File: config.mk
export PLATFORM = sky130hd
export DESIGN_NAME = req_gnt_tracker
export DESIGN_NICKNAME = d
export VERILOG_FILES = /design/src/rtl/req_gnt_pkg.sv /design/src/rtl/req_gnt_ts_fifo.sv /design/src/rtl/req_gnt_tracker.sv
export SDC_FILE = /design/constraint.sdc
export NUM_CORES = 1
export LEC_CHECK = 0
export ABC_AREA = 1
export BUFFER_PORTS_ARGS = -buffer_cell sky130_fd_sc_hd__buf_2
export CAP_MARGIN = 20
export CORE_MARGIN = 1
export CORE_UTILIZATION = 30
export CTS_CLUSTER_DIAMETER = 50
export DETAILED_ROUTE_END_ITERATION = 8
export SYNTH_ARGS = -nofsm -noshare
export SYNTH_HDL_FRONTEND = slang
export SYNTH_HIERARCHICAL = 1
export SYNTH_SLANG_ARGS = --single-unit
export TNS_END_PERCENT = 20
File: constraint.sdc
create_clock -name clk -period 3.3 [get_ports clk]
set_input_delay 0.165 -clock clk [delete_from_list [all_inputs] [get_ports clk]]
set_output_delay 0.165 -clock clk [all_outputs]
set_load 0.005 [all_outputs]
File: src/rtl/req_gnt_pkg.sv
// Shared types and helpers for the request/grant pairing monitor.
package req_gnt_pkg;

   typedef enum logic [1:0] {
      ERR_NONE,
      ERR_ORPHAN,
      ERR_OVF,
      ERR_TMO
   } trk_err_e;

   localparam int LAT_W_MAX = 32;

   // Timestamps wrap, so latency is a plain modular difference; callers truncate to TS_W.
   function automatic logic [LAT_W_MAX-1:0] lat_calc(input logic [LAT_W_MAX-1:0] now,
                                                     input logic [LAT_W_MAX-1:0] ts);
      return now - ts;
   endfunction

endpackage

File: src/rtl/req_gnt_ts_fifo.sv
// DEPTH x TS_W synchronous timestamp FIFO; push and pop may coincide, including when full.
module req_gnt_ts_fifo
   import req_gnt_pkg::*;
#(
   parameter int DEPTH = 4,
   parameter int TS_W  = 8
) (
   input  logic                     clk,
   input  logic                     rst_n,
   input  logic                     push,
   input  logic                     pop,
   input  logic [TS_W-1:0]          din,
   output logic [TS_W-1:0]          head,
   output logic [$clog2(DEPTH):0]   count
);

   localparam int AW = $clog2(DEPTH);

   logic [TS_W-1:0] mem [DEPTH];
   logic [AW-1:0]   wr_ptr;
   logic [AW-1:0]   rd_ptr;
   logic            full;
   logic            do_push;
   logic            do_pop;

   assign full    = (count == (AW+1)'(DEPTH));
   assign do_pop  = pop && (count != '0);
   assign do_push = push && (!full || do_pop);
   assign head    = mem[rd_ptr];

   always_ff @(posedge clk) begin
      if (!rst_n) begin
         wr_ptr <= '0;
         rd_ptr <= '0;
         count  <= '0;
      end else begin
         if (do_push) wr_ptr <= wr_ptr + 1'b1;
         if (do_pop)  rd_ptr <= rd_ptr + 1'b1;
         case ({do_push, do_pop})
            2'b10:   count <= count + 1'b1;
            2'b01:   count <= count - 1'b1;
            default: count <= count;
         endcase
      end
   end

   // Storage is data only; pointers define what is live.
   always_ff @(posedge clk) begin
      if (do_push) mem[wr_ptr] <= din;
   end

endmodule

File: src/rtl/req_gnt_tracker.sv
// Multi-channel req/gnt pairing monitor: in-order matching, latency, orphan/overflow/timeout pulses.
// Optional REQ_GNT_TRK_STATS_EN adds per-channel max_lat output.
module req_gnt_tracker
   import req_gnt_pkg::*;
#(
   parameter int NUM_CH  = 4,
   parameter int DEPTH   = 4,
   parameter int TS_W    = 8,
   parameter int MAX_LAT = 32
) (
   input  logic                                 clk,
   input  logic                                 rst_n,
   input  logic [NUM_CH-1:0]                    req,
   input  logic [NUM_CH-1:0]                    gnt,
   output logic [NUM_CH-1:0]                    done_vld,
   output logic [NUM_CH*TS_W-1:0]               done_lat,
   output logic [NUM_CH-1:0]                    err_orphan,
   output logic [NUM_CH-1:0]                    err_ovf,
   output logic [NUM_CH-1:0]                    err_tmo,
   output logic [NUM_CH*($clog2(DEPTH)+1)-1:0]  outstanding
`ifdef REQ_GNT_TRK_STATS_EN
   ,
   output logic [NUM_CH*TS_W-1:0]               max_lat
`endif
);

   localparam int CNT_W = $clog2(DEPTH) + 1;

   logic [TS_W-1:0]                  now;
   logic [NUM_CH-1:0]                req_q, gnt_q, req_rise, gnt_rise;
   logic [NUM_CH-1:0]                push, pop, match_p0, tmo_p0;
   logic [NUM_CH-1:0][TS_W-1:0]      head_ts, head_lat;
   logic [NUM_CH-1:0][CNT_W-1:0]     cnt;
   trk_err_e [NUM_CH-1:0]            err_p0;

`ifdef REQ_GNT_TRK_STATS_EN
   function automatic logic [TS_W-1:0] sat_max(input logic [TS_W-1:0] cur,
                                                input logic [TS_W-1:0] lat);
      return (lat > cur) ? lat : cur;
   endfunction
`endif

   assign req_rise = req & ~req_q;
   assign gnt_rise = gnt & ~gnt_q;

   for (genvar ch = 0; ch < NUM_CH; ch++) begin : g_ch
      req_gnt_ts_fifo #(
         .DEPTH (DEPTH),
         .TS_W  (TS_W)
      ) u_fifo (
         .clk   (clk),
         .rst_n (rst_n),
         .push  (push[ch]),
         .pop   (pop[ch]),
         .din   (now),
         .head  (head_ts[ch]),
         .count (cnt[ch])
      );
      assign head_lat[ch] = TS_W'(lat_calc(LAT_W_MAX'(now), LAT_W_MAX'(head_ts[ch])));
      assign outstanding[ch*CNT_W +: CNT_W] = cnt[ch];
   end

   // Stage p0: decide match / timeout / push per channel from sampled edges.
   always_comb begin
      match_p0 = '0;
      tmo_p0   = '0;
      pop      = '0;
      push     = '0;
      err_p0   = {NUM_CH{ERR_NONE}};
      for (int c = 0; c < NUM_CH; c++) begin
         match_p0[c] = gnt_rise[c] && (cnt[c] != '0);
         tmo_p0[c]   = !gnt_rise[c] && (cnt[c] != '0) && (head_lat[c] == TS_W'(MAX_LAT));
         pop[c]      = match_p0[c] || tmo_p0[c];
         push[c]     = req_rise[c] && ((cnt[c] != CNT_W'(DEPTH)) || pop[c]);
         if (gnt_rise[c] && (cnt[c] == '0))
            err_p0[c] = ERR_ORPHAN;
         else if (req_rise[c] && !push[c])
            err_p0[c] = ERR_OVF;
         else if (tmo_p0[c])
            err_p0[c] = ERR_TMO;
      end
   end

   // Stage p1: registered pulses and values.
   always_ff @(posedge clk) begin
      if (!rst_n) begin
         now        <= '0;
         req_q      <= '0;
         gnt_q      <= '0;
         done_vld   <= '0;
         done_lat   <= '0;
         err_orphan <= '0;
         err_ovf    <= '0;
         err_tmo    <= '0;
`ifdef REQ_GNT_TRK_STATS_EN
         max_lat    <= '0;
`endif
      end else begin
         now   <= now + 1'b1;
         req_q <= req;
         gnt_q <= gnt;
         for (int c = 0; c < NUM_CH; c++) begin
            done_vld[c]                 <= match_p0[c];
            done_lat[c*TS_W +: TS_W]    <= match_p0[c] ? head_lat[c] : '0;
            err_orphan[c]               <= (err_p0[c] == ERR_ORPHAN);
            err_ovf[c]                  <= (err_p0[c] == ERR_OVF);
            err_tmo[c]                  <= (err_p0[c] == ERR_TMO);
`ifdef REQ_GNT_TRK_STATS_EN
            if (match_p0[c])
               max_lat[c*TS_W +: TS_W] <= sat_max(max_lat[c*TS_W +: TS_W], head_lat[c]);
`endif
         end
      end
   end

endmodule

After elaboration in Yosys (flattened, before gate mapping)

Memories as Yosys holds them, arrays and structs flattened. A register that Yosys moved wholly into a read port is not among the register bits.
Cells that the tools add are included.

$add $sub $neg: 21
Reduce and logical (&&, ||, !) cells: 72
Bitwise logic cells: 4
Eq/ne operators: 32
Multiplexer cells: 32

Operators by type and width:

| kind                                              | count |
|---|---|
| 2-to-1 mux 2 bit                                  | 20 |
| == test 8 x 6 -> 1 bit (second input constant)    | 4 |
| logical AND 1 bit                                 | 32 |
| subtractor 8 bit                                  | 4 |
| == test 2 bit (second input constant)             | 12 |
| one-hot mux 3 bit (2 select lines)                | 4 |
| adder 2 x 1 -> 2 bit (second input constant)      | 8 |
| == test 2 x 1 -> 1 bit (second input constant)    | 8 |
| adder 3 x 1 -> 3 bit (second input constant)      | 4 |
| == test 3 bit (second input constant)             | 4 |
| logical NOT 1 bit                                 | 12 |
| logical NOT 3 bit                                 | 4 |
| logical OR 1 bit                                  | 12 |
| != test 3 bit (second input constant)             | 4 |
| nonzero test 3 bit                                | 4 |
| subtractor 3 x 1 -> 3 bit (second input constant) | 4 |
| adder 8 x 1 -> 8 bit (second input constant)      | 1 |
| AND 4 bit                                         | 2 |
| 2-to-1 mux 1 bit                                  | 8 |
| inverter 4 bit                                    | 2 |
| AND reduction 2 bit                               | 4 |
| nonzero test 2 bit                                | 4 |

Word-level logic and storage cells: 188
Bits of input ports: 10
Output and inout port bits: 60
RAM bits: 128
Register bits after elaboration: 92
Memories: 4

Memories:

| memory             | depth | bits a word | read ports | clocked after Yosys merged registers in | wr ports | RTL line              | source |
|---|---|---|---|---|---|---|---|
| g_ch[0].u_fifo.mem | 4     | 8           | 1          | 1                                       | 1        | req_gnt_ts_fifo.sv:19 | `logic [TS_W-1:0] mem [DEPTH];` |
| g_ch[1].u_fifo.mem | 4     | 8           | 1          | 1                                       | 1        | req_gnt_ts_fifo.sv:19 |  |
| g_ch[2].u_fifo.mem | 4     | 8           | 1          | 1                                       | 1        | req_gnt_ts_fifo.sv:19 |  |
| g_ch[3].u_fifo.mem | 4     | 8           | 1          | 1                                       | 1        | req_gnt_ts_fifo.sv:19 |  |

Logic depth before layout (Yosys ltp)

Gate-level depths: netlist of run 1.

Word-level depth: 13
Gate-level depth with buffers: 29

Modules after synthesis

Netlist of run 1, hierarchy kept.

Modules (own cells, without submodules):

| module                               | instances | cells each | area each (um2) | seq. area each (um2) |
|---|---|---|---|---|
| req_gnt_ts_fifo (g_ch[0].u_fifo ...) | 3         | 141        | 1652.8          | 1141.1 |
| req_gnt_tracker                      | 1         | 542        | 3724.8          | 1281.2 |
| req_gnt_ts_fifo (g_ch[2].u_fifo)     | 1         | 148        | 1685.4          | 1141.1 |

Least setup slack after synthesis of run 1

Ideal clock, no wire load.

Path type: register -> register
Start point: reg (tool-made name)
End point: reg g_ch[3].u_fifo.count[2]
Stages on the path, launching flop included: 23
Clock period less this slack: 3335 ps
Path slack: -35 ps
Library setup time: 115 ps
Data arrival time: 3220 ps
Cells stage by stage: dfxtp_1 > inv_1 > buf_2 > o21ai_0 > o22ai_1 > ha_1 > inv_1 > fa_1 > nor2_1 > nand3_1 > nor2_1 > nand3_2 > nor2_2 > nand3_2 > nand2_1 > inv_1 > a21oi_2 > nand2_2 > fa_1 > inv_1 > nand4_1 > a21oi_1 > nor2_1

RTL lines:

| element              | RTL line              | source |
|---|---|---|
| to (signal assigned) | req_gnt_ts_fifo.sv:40 | `2'b10: count <= count + 1'b1;` |
| to (signal assigned) | req_gnt_ts_fifo.sv:41 | `2'b01: count <= count - 1'b1;` |
| to (signal assigned) | req_gnt_ts_fifo.sv:42 | `default: count <= count;` |
| to (decl)            | req_gnt_ts_fifo.sv:14 | `output logic [$clog2(DEPTH):0] count` |

==> flow_metrics.py, run 1 <==
metrics = {
    "outcome": {
        "status": "complete, no violations",
    },
    "timing": {
        "finalSetupViolations": 0,
        "tightest_slew_ns": 0.596,
        "min_period_over_period_pct": 96.5,
        "relSlewSlack_pct": 60.3,
        "slew_violations": 0,
        "hold_violations": 0,
        "fin_skew_ns": 0.0204,
        "worst_slack_ns": 0.117,
        "max_freq_mhz": 314,
        "period_needed_ns": 3.18,
        "grt_setup_unrepaired": "yes",
    },
    "setup_path": {
        "cp_max_fo": 7,
        "required_ns": 3.74,
        "worstPathArrival_ns": 3.62,
        "cp-end-kind": "flop",
        "r2r_slack_ns": 0.12,
        "reg2reg_depth": 24,
        "worstSetupPathType": "flop to flop",
        "start_kind": "flop",
        "r2r-end": "g_ch[2].u_fifo/count[2]$_SDFFE_PN0P_",
    },
    "floorplan": {
        "die_h_um": 188,
        "core_area_um2": 33800,
        "rows": 67,
        "die_width_um": 188,
        "io_pins": 70,
        "fp.dieArea_um2": 35300,
        "initial_core_util_pct": 30.7,
    },
    "grt": {
        "grt_pass1_wl_um": 37400,
        "grt_max_degree": 47,
        "grt_pass1_vias": 7680,
        "grt_usage_pct": 13.0,
        "grt_antenna_before_repair": 0,
        "grt_overflow": 0,
    },
    "clock_network": {
        "clk_pin_slew_ns": 0.06,
        "cts.path.max_buffers": 3,
        "clock_latency_ns": 0.54,
        "cts-htree-levels": 1,
        "cts_root_buf": "clkbuf_16",
        "clock-sinks": 228,
        "cts_tree": "done",
        "cts_made_buffers": 28,
    },
    "detailed_routing": {
        "wl_per_cell_um": 13.1,
        "vias_per_cell": 4.38,
        "num_vias": 7980,
        "drtPass1Iterations": 5,
        "drt-initial-drc-count": 365,
        "drc_errors": 0,
        "postRouteWirelength_um": 23800,
        "ant_nets": 0,
    },
    "cells_and_area": {
        "ff_latch_area_um2": 5860,
        "multi_input_area_um2": 4220,
        "antennaDiodeCount": 0,
        "fin_nets": 1416,
        "fillCellCount": 3188,
        "layout.cells.non_filler": 1822,
        "syn_to_final_growth_pct": 34.7,
        "drive_gt1_share_pct": 31.1,
    },
    "yosys": {
        "synth_top_area_share_pct": 37.1,
        "synth_common_cells": "188 x inv_1, 185 x nor2_1, 154 x nand2_1",
        "synth_area_per_cell_um2": 9.32,
        "ys_ff_latch": 228,
        "synth-edff-count": 128,
        "synth_area_leader_cell": "edfxtp_1",
        "synthTopCellsByArea": "edfxtp_1 37%, dfxtp_1 19%, inv_1 6.8%",
        "synth.distinct_cells": 34,
        "seq_area_frac_synth_pct": 56.4,
        "synth_ff_type": "edfxtp_1",
        "yosysWarningCount": 6,
        "syn-num-nets": 1177,
        "synthArstFlopShare_pct": 0,
        "yosysMostFrequentCell": "inv_1",
        "syn_area_um2": 10400,
        "postSynthCellCount": 1113,
    },
    "worst_hold_path": {
        "min_delay_path_depth": 3,
        "hp-class": "primary input to flop",
        "min_from": "rst_n",
        "worstHoldEndpoint": "err_tmo[0]$_SDFF_PN0_",
    },
    "place": {
        "dpl_worst_slack_ns": -0.103,
        "dp_cells": 1748,
        "port-buffer-count": 69,
        "dp.final_hpwl_um": 16500,
        "gp_congestion": 0.810,
    },
    "power_and_ir_drop": {
        "swShare_pct": 27.8,
        "total_power_uw": 8220,
        "pwr_density_cell_nw_per_um2": 589,
        "switching_power_uw": 2290,
        "combPwrFrac_pct": 20.7,
        "p_clk_share_pct": 39.5,
        "p_int_uw": 5940,
        "seqPwrFrac_pct": 39.7,
        "p_leak_uw": 0.00612,
        "ir_worst_vdd_mv": 0.328,
    },
    "flow_run": {
        "drv_cap": 0,
    },
}
## power groups by stage
stage	clock network (µW)	logic, µW	registers (µW)
6_report	3250	1700	3270
5_1_grt	3440	1910	3290
4_1_cts	3340	1490	3260
3_5_place_dp	0	1460	3320
3_3_place_gp	0	1450	3320
2_1_floorplan	0	877	3320
## repair_timing
| action | in CTS | in global routing |
|---|---|---|
| resized for setup | 8 | 160 |
| hold endpoints to repair | 12 | 0 |
| cloned | 0 | 2 |
| pin swaps | 0 | 67 |
| endpoints found under the setup margin | 4 | 139 |
| hold buffers | 8 | 0 |
| buffers inserted | 0 | 12 |
## layer usage
| layer | GRT usage [%] | share of wire, % | vias to the layer above |
|---|---|---|---|
| li1 | - | - | 4133 |
| met1 | 15.9 | 45 | 3700 |
| met2 | 23.7 | 50 | 112 |
| met3 | 2.26 | 3.6 | 35 |
| met4 | 2.91 | 1.6 | 0 |
| met5 | 0 | 0 | - |
## flip-flops by register name, summed over array words and instances (netlist names), 8 cells and up, named ones only
signal	count
g_ch.u_fifo/rd_ptr	8
g_ch.u_fifo/mem	128
g_ch.u_fifo/wr_ptr	8
now	8
g_ch.u_fifo/count	12
done_lat	32
## through the flow
| stage | area, µm² | setup TNS (ns) | hold WS [ns] | util (%) |
|---|---|---|---|---|
| after detailed placement | 12200 | -0.166 | 0.364 | 36.0 |
| after floorplan | 10400 | -0.0367 | 0.258 | - |
| after global placement | 12200 | -0.0909 | 0.357 | 36.0 |
| after global routing | 14000 | -0.318 | 0.146 | 41.4 |
| final | 14000 | 0 | 0.0878 | 41.4 |
| after CTS | 13300 | 0 | 0.117 | 39.4 |
## critical path, cell delays in order (launching register included)
cell	delay, ns
dfxtp_4	0.38
buf_6	0.14
nor2_1	0.12
o22ai_1	0.10
ha_1	0.19
inv_2	0.07
fa_2	0.42
inv_1	0.08
nand4_1	0.09
nor2_1	0.09
nand2_1	0.07
nor2_2	0.10
nand2_2	0.10
nand2_4	0.10
nand2_2	0.06
inv_2	0.08
ha_4	0.13
inv_2	0.04
fa_2	0.38
inv_2	0.07
nand2_2	0.04
nand3_2	0.07
nand2_1	0.05
nand2_1	0.06
nor2_1	0.05
## area by class of cell
cell class / count / share of cell area [%]
timing repair buffer: 221 / 11.2
tap: 448 / 4.01
clock inverter: 17 / 1.84
sequential: 228 / 42.0
inverter: 192 / 5.25
clock buffer: 35 / 5.49
multi-input combinational: 681 / 30.2
## logic make-up (layout without fill, tap and decap cells)
kind of cell               count (synthesis)  count (layout)  share of synthesized area, %
DFF                                      228             228                          56.4
adders and majority gates                 54              54                          7.10
and+or+nand+nor                          456             456                          19.1
xor gates and xnor gates                   9               9                         0.760
AOI/OAI and AO/OA                        162             162                          8.99
buffers and inverters                    204             465                          7.69
## cell usage in the layout (no fill, tap or decap), drive strengths merged, types with 5 or more instances in the layout
cell	synthesis	layout
buf	11	213
inv	192	196
nor2	193	193
nand2	170	170
edfxtp	128	128
dfxtp	100	100
o21ai	87	87
nand3	60	60
ha	46	46
a21oi	40	40
clkbuf	1	35
o22ai	32	32
nand4	16	16
fa	8	8
dlygate4sd3	0	8
clkinv	0	8
nor3	6	6
nand3b	6	6
xor2	5	5
## worst max path at each step
stage | to | slack [ns] | depth (start not counted)
floorplan | g_ch[0].u_fifo/count[2]$_SDFFE_PN0P_ | -0.02 | 22
global placement | g_ch[2].u_fifo/count[2]$_SDFFE_PN0P_ | -0.09 | 26
detailed placement | g_ch[2].u_fifo/count[2]$_SDFFE_PN0P_ | -0.10 | 28
CTS | g_ch[2].u_fifo/count[2]$_SDFFE_PN0P_ | 0.002 | 26
global route | g_ch[2].u_fifo/count[2]$_SDFFE_PN0P_ | -0.11 | 28
finish | g_ch[2].u_fifo/count[2]$_SDFFE_PN0P_ | 0.12 | 24
Note: power is estimated with default switching activity, not from simulation.
==> run 2, diff against run 1 <==
Settings changed: PLACE_DENSITY_LB_ADDON set to 0.05.
==> run 2 against run 1 <==
Wire length increased by 6.8%. Maximum frequency increased by 0.64%. Core utilization increased by 1.1 points. Non-clock buffer count increased by 21. Die area unchanged. Via count increased by 0.41%. Global-route usage increased by 1.5 points. Critical path type unchanged.
==> flow_metrics.py, run 2 (same netlist as run 1, synthesis figures left out) <==
metrics = {
    "timing": {
        "relSlewSlack_pct": 48.5,
        "min_period_over_period_pct": 95.9,
        "tightest_slew_ns": 0.771,
        "period_needed_ns": 3.16,
        "hold_violations": 0,
        "slew_violations": 0,
        "finalSetupViolations": 0,
        "worst_slack_ns": 0.137,
        "max_freq_mhz": 316,
        "fin_skew_ns": 0.0170,
        "grt_setup_unrepaired": "yes",
    },
    "setup_path": {
        "cp_max_fo": 8,
        "cp-end-kind": "flop",
        "r2r_slack_ns": 0.14,
        "start_kind": "flop",
        "required_ns": 3.70,
        "r2r-end": "g_ch[2].u_fifo/count[2]$_SDFFE_PN0P_",
        "worstSetupPathType": "flop to flop",
        "worstPathArrival_ns": 3.56,
        "reg2reg_depth": 24,
    },
    "cells_and_area": {
        "reg_top3": "g_ch.u_fifo/mem (128), done_lat (32), g_ch.u_fifo/count (12)",
        "regMostFlops": "g_ch.u_fifo/mem",
        "mostFrequentLayoutCells": "171 x nor2_1, 158 x inv_1, 146 x buf_4, 128 x edfxtp_1, 124 x nand2_1",
        "final_cell_area_um2": 14300,
        "layout_commonest_cell": "nor2_1",
        "drive_gt1_share_pct": 34.6,
        "largest_reg_flops": 128,
        "syn_to_final_growth_pct": 38.3,
        "fin_nets": 1443,
        "antennaDiodeCount": 0,
    },
    "detailed_routing": {
        "top_layer_used": "met4",
        "route.met2.wl_um": 11600,
        "drtPass1Iterations": 4,
        "vias_per_cell": 4.33,
        "ant_nets": 0,
        "wl_met1_um": 12400,
        "wl_met3_um": 876,
        "drc_errors": 0,
        "drt-initial-drc-count": 285,
        "postRouteWirelength_um": 25400,
        "num_vias": 8013,
        "wl_per_cell_um": 13.7,
    },
    "floorplan": {
        "initial_core_util_pct": 30.7,
        "core_area_um2": 33800,
        "die_h_um": 188,
        "fp.dieArea_um2": 35300,
        "die_width_um": 188,
        "rows": 67,
        "io_pins": 70,
    },
    "place": {
        "dpl_cell_area_um2": 12300,
        "dpl_worst_slack_ns": -0.287,
        "gp_congestion": 0.776,
        "port-buffer-count": 69,
        "dp.final_hpwl_um": 17900,
    },
    "grt": {
        "grt_pass1_wl_um": 40500,
        "grt_max_degree": 47,
        "grt_pass1_vias": 7936,
        "grt_overflow": 0,
        "grt_usage_pct": 14.5,
        "grt_antenna_before_repair": 0,
    },
    "clock_network": {
        "cts_made_buffers": 34,
        "cts-htree-levels": 2,
        "cts_root_buf": "clkbuf_16",
        "clock-sinks": 228,
        "cts.path.max_buffers": 3,
        "clock_latency_ns": 0.51,
        "cts_tree": "done",
        "clk_pin_slew_ns": 0.05,
    },
    "power_and_ir_drop": {
        "pwr_density_cell_nw_per_um2": 595,
        "p_leak_uw": 0.00631,
        "ir_worst_vdd_mv": 0.340,
    },
    "worst_hold_path": {
        "min_from": "rst_n",
        "worstHoldEndpoint": "req_q[2]$_SDFF_PN0_",
        "hp-class": "primary input to flop",
        "min_delay_path_depth": 4,
    },
    "outcome": {
        "status": "complete, no violations",
    },
    "flow_run": {
        "drv_cap": 0,
    },
}
run 2: power breakdown:
group,internal (µW),total (µW),leakage (µW),switching [µW]
Combinational,823,1800,0.00376,972
Sequential,3180,3280,0.00200,100
Clock,2090,3460,0.000548,1380
run 2: repair_timing:
action	in CTS	in global routing
buffers inserted	3	13
hold buffers	8	0
setup endpoints to repair	38	141
gates cloned	0	2
resized for setup	19	187
endpoints found under the hold margin	13	0
pin swaps	4	78
run 2: worst max path at each step:
stage | endpoint | slack, ns | depth (start not counted)
floorplan | g_ch[0].u_fifo/count[2]$_SDFFE_PN0P_ | -0.02 | 22
global placement | g_ch[2].u_fifo/count[2]$_SDFFE_PN0P_ | -0.24 | 26
detailed placement | g_ch[2].u_fifo/count[2]$_SDFFE_PN0P_ | -0.29 | 26
CTS | g_ch[2].u_fifo/count[2]$_SDFFE_PN0P_ | -0.02 | 26
global route | g_ch[2].u_fifo/count[2]$_SDFFE_PN0P_ | -0.11 | 27
finish | g_ch[2].u_fifo/count[2]$_SDFFE_PN0P_ | 0.14 | 24
run 2: worst max-delay path: stages, from the launching register on:
cell,delay (ns)
dfxtp_4,0.42
inv_8,0.07
o21ai_2,0.12
o22ai_2,0.08
ha_1,0.19
inv_2,0.07
fa_2,0.43
inv_2,0.07
nand4_1,0.10
nor2_1,0.11
nand2_1,0.07
nor2_2,0.09
nand2_2,0.10
nand2_4,0.12
nand2_2,0.06
inv_2,0.08
ha_4,0.13
inv_2,0.04
fa_2,0.37
inv_2,0.07
nand2_2,0.05
nand3_2,0.07
nand2_1,0.05
nand2_1,0.05
nor2_1,0.05
run 2: stage by stage:
step	power, µW	util [%]	std cells	hold WS (ns)	setup TNS [ns]
floorplan	4200	-	1113	0.258	-0.0367
global placement	4870	36.5	1765	0.357	-0.490
detailed placement	4860	36.5	1765	0.362	-1.09
CTS	8430	40.2	1837	0.300	-0.0210
global route	9030	42.5	1852	0.330	-0.339
finish	8530	42.5	1852	0.289	0
run 2: metal layers:
layer / track usage [%] / vias to the layer above
met5: 0 / -
met4: 4.25 / 0
met3: 2.60 / 39
met2: 24.0 / 110
met1: 19.2 / 3668
li1: - / 4196
run 2: final cells by class:
| class | count | area [µm²] |
|---|---|---|
| inverters | 192 | 738 |
| clock inverters | 23 | 199 |
| repair buffers | 242 | 1750 |
| multi-input cells | 681 | 4330 |
| well taps | 448 | 561 |
| clock buffers | 38 | 897 |
| flip-flops and latches | 228 | 5870 |
| fillers | 3342 | 19400 |
==> run 3, diff against run 2 <==
Settings changed: SYNTH_HIERARCHICAL 1 to not set.
==> run 3 against run 2 <==
Flip-flop and latch count did not move. Power grew 5.3%. Sequential power is essentially flat. Die area fell by 1.4%. Combinational power grew 24%. Maximum frequency is 0.18% higher. Wire length is 4.4% lower. Final area decreased by 4.6%. Via count down 5.4%. Critical path depth fell by 4. Core utilization decreased by 1.7 points. Sequential share of layout area is 2.0 points higher. Largest power group unchanged. Highest routed layer unchanged.
==> flow_metrics.py, run 3 <==
metrics = {
    "place": {
        "dp.final_hpwl_um": 16900,
        "port-buffer-count": 69,
        "dpl_worst_slack_ns": -0.163,
        "dp_cells": 1693,
        "gp_congestion": 0.754,
    },
    "yosys": {
        "synth.distinct_cells": 35,
        "syn_area_um2": 10200,
        "synthTopCellsByArea": "edfxtp_1 38%, dfxtp_1 20%, nand2_1 9.2%",
        "seq_area_frac_synth_pct": 57.2,
        "synth-edff-count": 128,
        "yosysWarningCount": 0,
        "synth_top_area_share_pct": 37.6,
        "synthArstFlopShare_pct": 0,
        "yosysMostFrequentCell": "nand2_1",
        "postSynthCellCount": 1072,
        "syn-num-nets": 1141,
        "synth_ff_type": "edfxtp_1",
        "synth_area_per_cell_um2": 9.53,
        "synth_area_leader_cell": "edfxtp_1",
        "ys_ff_latch": 228,
        "synth_common_cells": "250 x nand2_1, 147 x inv_1, 128 x edfxtp_1",
    },
    "cells_and_area": {
        "fin_nets": 1364,
        "largest_reg_flops": 128,
        "mostFrequentLayoutCells": "249 x nand2_1, 137 x inv_1, 128 x edfxtp_1, 120 x buf_4, 106 x nor2_1",
        "final_core_util_pct": 40.8,
        "syn_to_final_growth_pct": 33.9,
        "layout_commonest_cell": "nand2_1",
        "fillCellCount": 3374,
        "reg_top3": "g_ch.u_fifo.mem (128), done_lat (32), g_ch.u_fifo.count (12)",
        "drive_gt1_share_pct": 27.7,
        "layout.cells.non_filler": 1768,
        "regMostFlops": "g_ch.u_fifo.mem",
        "antennaDiodeCount": 0,
    },
    "setup_path": {
        "cp_num_buf_inv": 3,
        "cpPeakStageDelay_ns": 0.39,
        "worstPathArrival_ns": 3.60,
        "cp_slowest_cell": "fa_2",
        "worstSetupPathType": "flop to flop",
        "path_delay_family": "adder cells",
        "path_cells": "inv_4 > nor2_2 > o22ai_2 > ha_2 > inv_2 > fa_2 > xnor2_2 > nand2_1 > nor2_1 > nand3_1 > nor2_2 > nand3_2 > nand2_2 > ha_4 > inv_4 > fa_2 > a21oi_2 > o21ai_2 > o21ai_1 > a21oi_1",
        "cp_max_fo": 6,
        "start_kind": "flop",
        "cp-end-kind": "flop",
        "required_ns": 3.75,
    },
    "grt": {
        "grt_pass1_wl_um": 39600,
        "grt_antenna_before_repair": 0,
        "grt_max_degree": 35,
        "grt_overflow": 0,
        "grt_usage_pct": 14.1,
        "grt_pass1_vias": 7620,
    },
    "timing": {
        "relSlewSlack_pct": 50.5,
        "tns_ns": 0,
        "slew_violations": 0,
        "fin_skew_ns": 0.00837,
        "max_freq_mhz": 317,
        "grt_setup_unrepaired": "yes",
        "finalSetupViolations": 0,
        "worst_slack_ns": 0.143,
        "tightest_slew_ns": 0.742,
        "hold_violations": 0,
        "period_needed_ns": 3.16,
        "min_period_over_period_pct": 95.7,
    },
    "detailed_routing": {
        "ant_nets": 0,
        "num_vias": 7580,
        "drt-initial-drc-count": 318,
        "vias_per_cell": 4.29,
        "drtPass1Iterations": 5,
        "drc_errors": 0,
        "wl_per_cell_um": 13.7,
        "postRouteWirelength_um": 24300,
    },
    "power_and_ir_drop": {
        "p_int_uw": 6400,
        "total_power_uw": 8980,
        "pwr_density_cell_nw_per_um2": 657,
        "switching_power_uw": 2590,
        "swShare_pct": 28.8,
        "seqPwrFrac_pct": 36.8,
        "combPwrFrac_pct": 24.8,
        "ir_worst_vdd_mv": 0.405,
        "p_clk_share_pct": 38.4,
        "p_leak_uw": 0.00600,
    },
    "outcome": {
        "status": "complete, no violations",
    },
    "clock_network": {
        "cts_made_buffers": 31,
        "cts_tree": "done",
        "clock-sinks": 228,
        "cts-htree-levels": 1,
        "clk_pin_slew_ns": 0.06,
        "clock_latency_ns": 0.56,
        "cts_root_buf": "clkbuf_16",
        "cts.path.max_buffers": 3,
    },
    "floorplan": {
        "die_width_um": 187,
        "initial_core_util_pct": 30.5,
        "die_h_um": 187,
        "io_pins": 70,
        "core_area_um2": 33500,
        "rows": 67,
        "fp.dieArea_um2": 34800,
    },
    "flow_run": {
        "drv_cap": 0,
    },
    "worst_hold_path": {
        "hp-class": "primary input to flop",
    },
}
## run 3: cell types whose count changed after synthesis, sizes merged, moves of 5 or more
cell    delta
o22ai     -28
buf        -6
nand3     +12
ha         +5
nor2      -77
a21oi     +30
nand2     +93
clkbuf    +17
inv       -36
nor3       +5
o21ai     -64
nand4      -8
a32o      +22
## run 3: power groups by stage
| stage | clock network (µW) | logic [µW] | registers, µW |
|---|---|---|---|
| 6_report | 3450 | 2230 | 3300 |
| 5_1_grt | 3660 | 2540 | 3330 |
| 4_1_cts | 3540 | 2100 | 3300 |
| 3_5_place_dp | 0 | 2030 | 3350 |
| 3_3_place_gp | 0 | 2040 | 3350 |
| 2_1_floorplan | 0 | 1180 | 3340 |
## run 3: final timing paths
check	startpoint	to	slack, ns	depth (start not counted)
setup / recovery	flop	g_ch[2].u_fifo.count[2]$_SDFFE_PN0P_	0.14	20
hold / removal	rst_n	gnt_q[1]$_SDFF_PN0_	0.17	4
setup reg to reg	flop	g_ch[2].u_fifo.count[2]$_SDFFE_PN0P_	0.14	20
hold reg to reg	req_q[3]$_SDFF_PN0_	err_ovf[3]$_SDFF_PN0_	0.43	1
## run 3: cells by family after synthesis
family                     count (synthesis)  synth area share (%)
adders and majority gates                 59                  7.81
DFF                                      228                  57.2
and+or+nand+nor                          476                  20.2
AOI/OAI and AO/OA                        124                  7.32
buffers and inverters                    179                  6.86
xor gates and xnor gates                   6                 0.588
## run 3: area by class of cell
type / instances / area, µm² / area share (%)
clock inverters: 23 / 278 / 2.03
inverters: 156 / 603 / 4.41
clock buffers: 35 / 791 / 5.78
multi-input cells: 665 / 4000 / 29.3
repair buffers: 213 / 1580 / 11.6
well taps: 448 / 561 / 4.10
flip-flops and latches: 228 / 5860 / 42.9
## run 3: metrics by stage
step | area [µm²] | hold WS [ns]
floorplan | 10200 | 0.258
global placement | 12000 | 0.359
detailed placement | 12000 | 0.363
CTS | 13300 | 0.163
global route | 13700 | 0.188
finish | 13700 | 0.170
## run 3: repair_timing
item	4_1_cts	5_1_grt
pin swaps	4	42
gates cloned	0	1
setup endpoints to repair	8	9
setup buffers	0	8
resized for setup	20	89
endpoints found under the hold margin	15	0
hold buffers	8	0
## run 3: worst min-delay path, cell delays in order
cell	delay, ns
buf_2	0.10
buf_4	0.27
nand2_1	0.12
inv_1	0.03
## run 3: routing by layer
layer | track usage [%] | vias up | share of wire, % | wire length, µm
li1 | - | 3988 | - | -
met1 | 18.8 | 3447 | 49 | 11900
met2 | 23.8 | 107 | 45 | 11000
met4 | 3.81 | 0 | 2.2 | 539
met3 | 2.37 | 38 | 3.3 | 811
met5 | 0 | - | 0 | 0
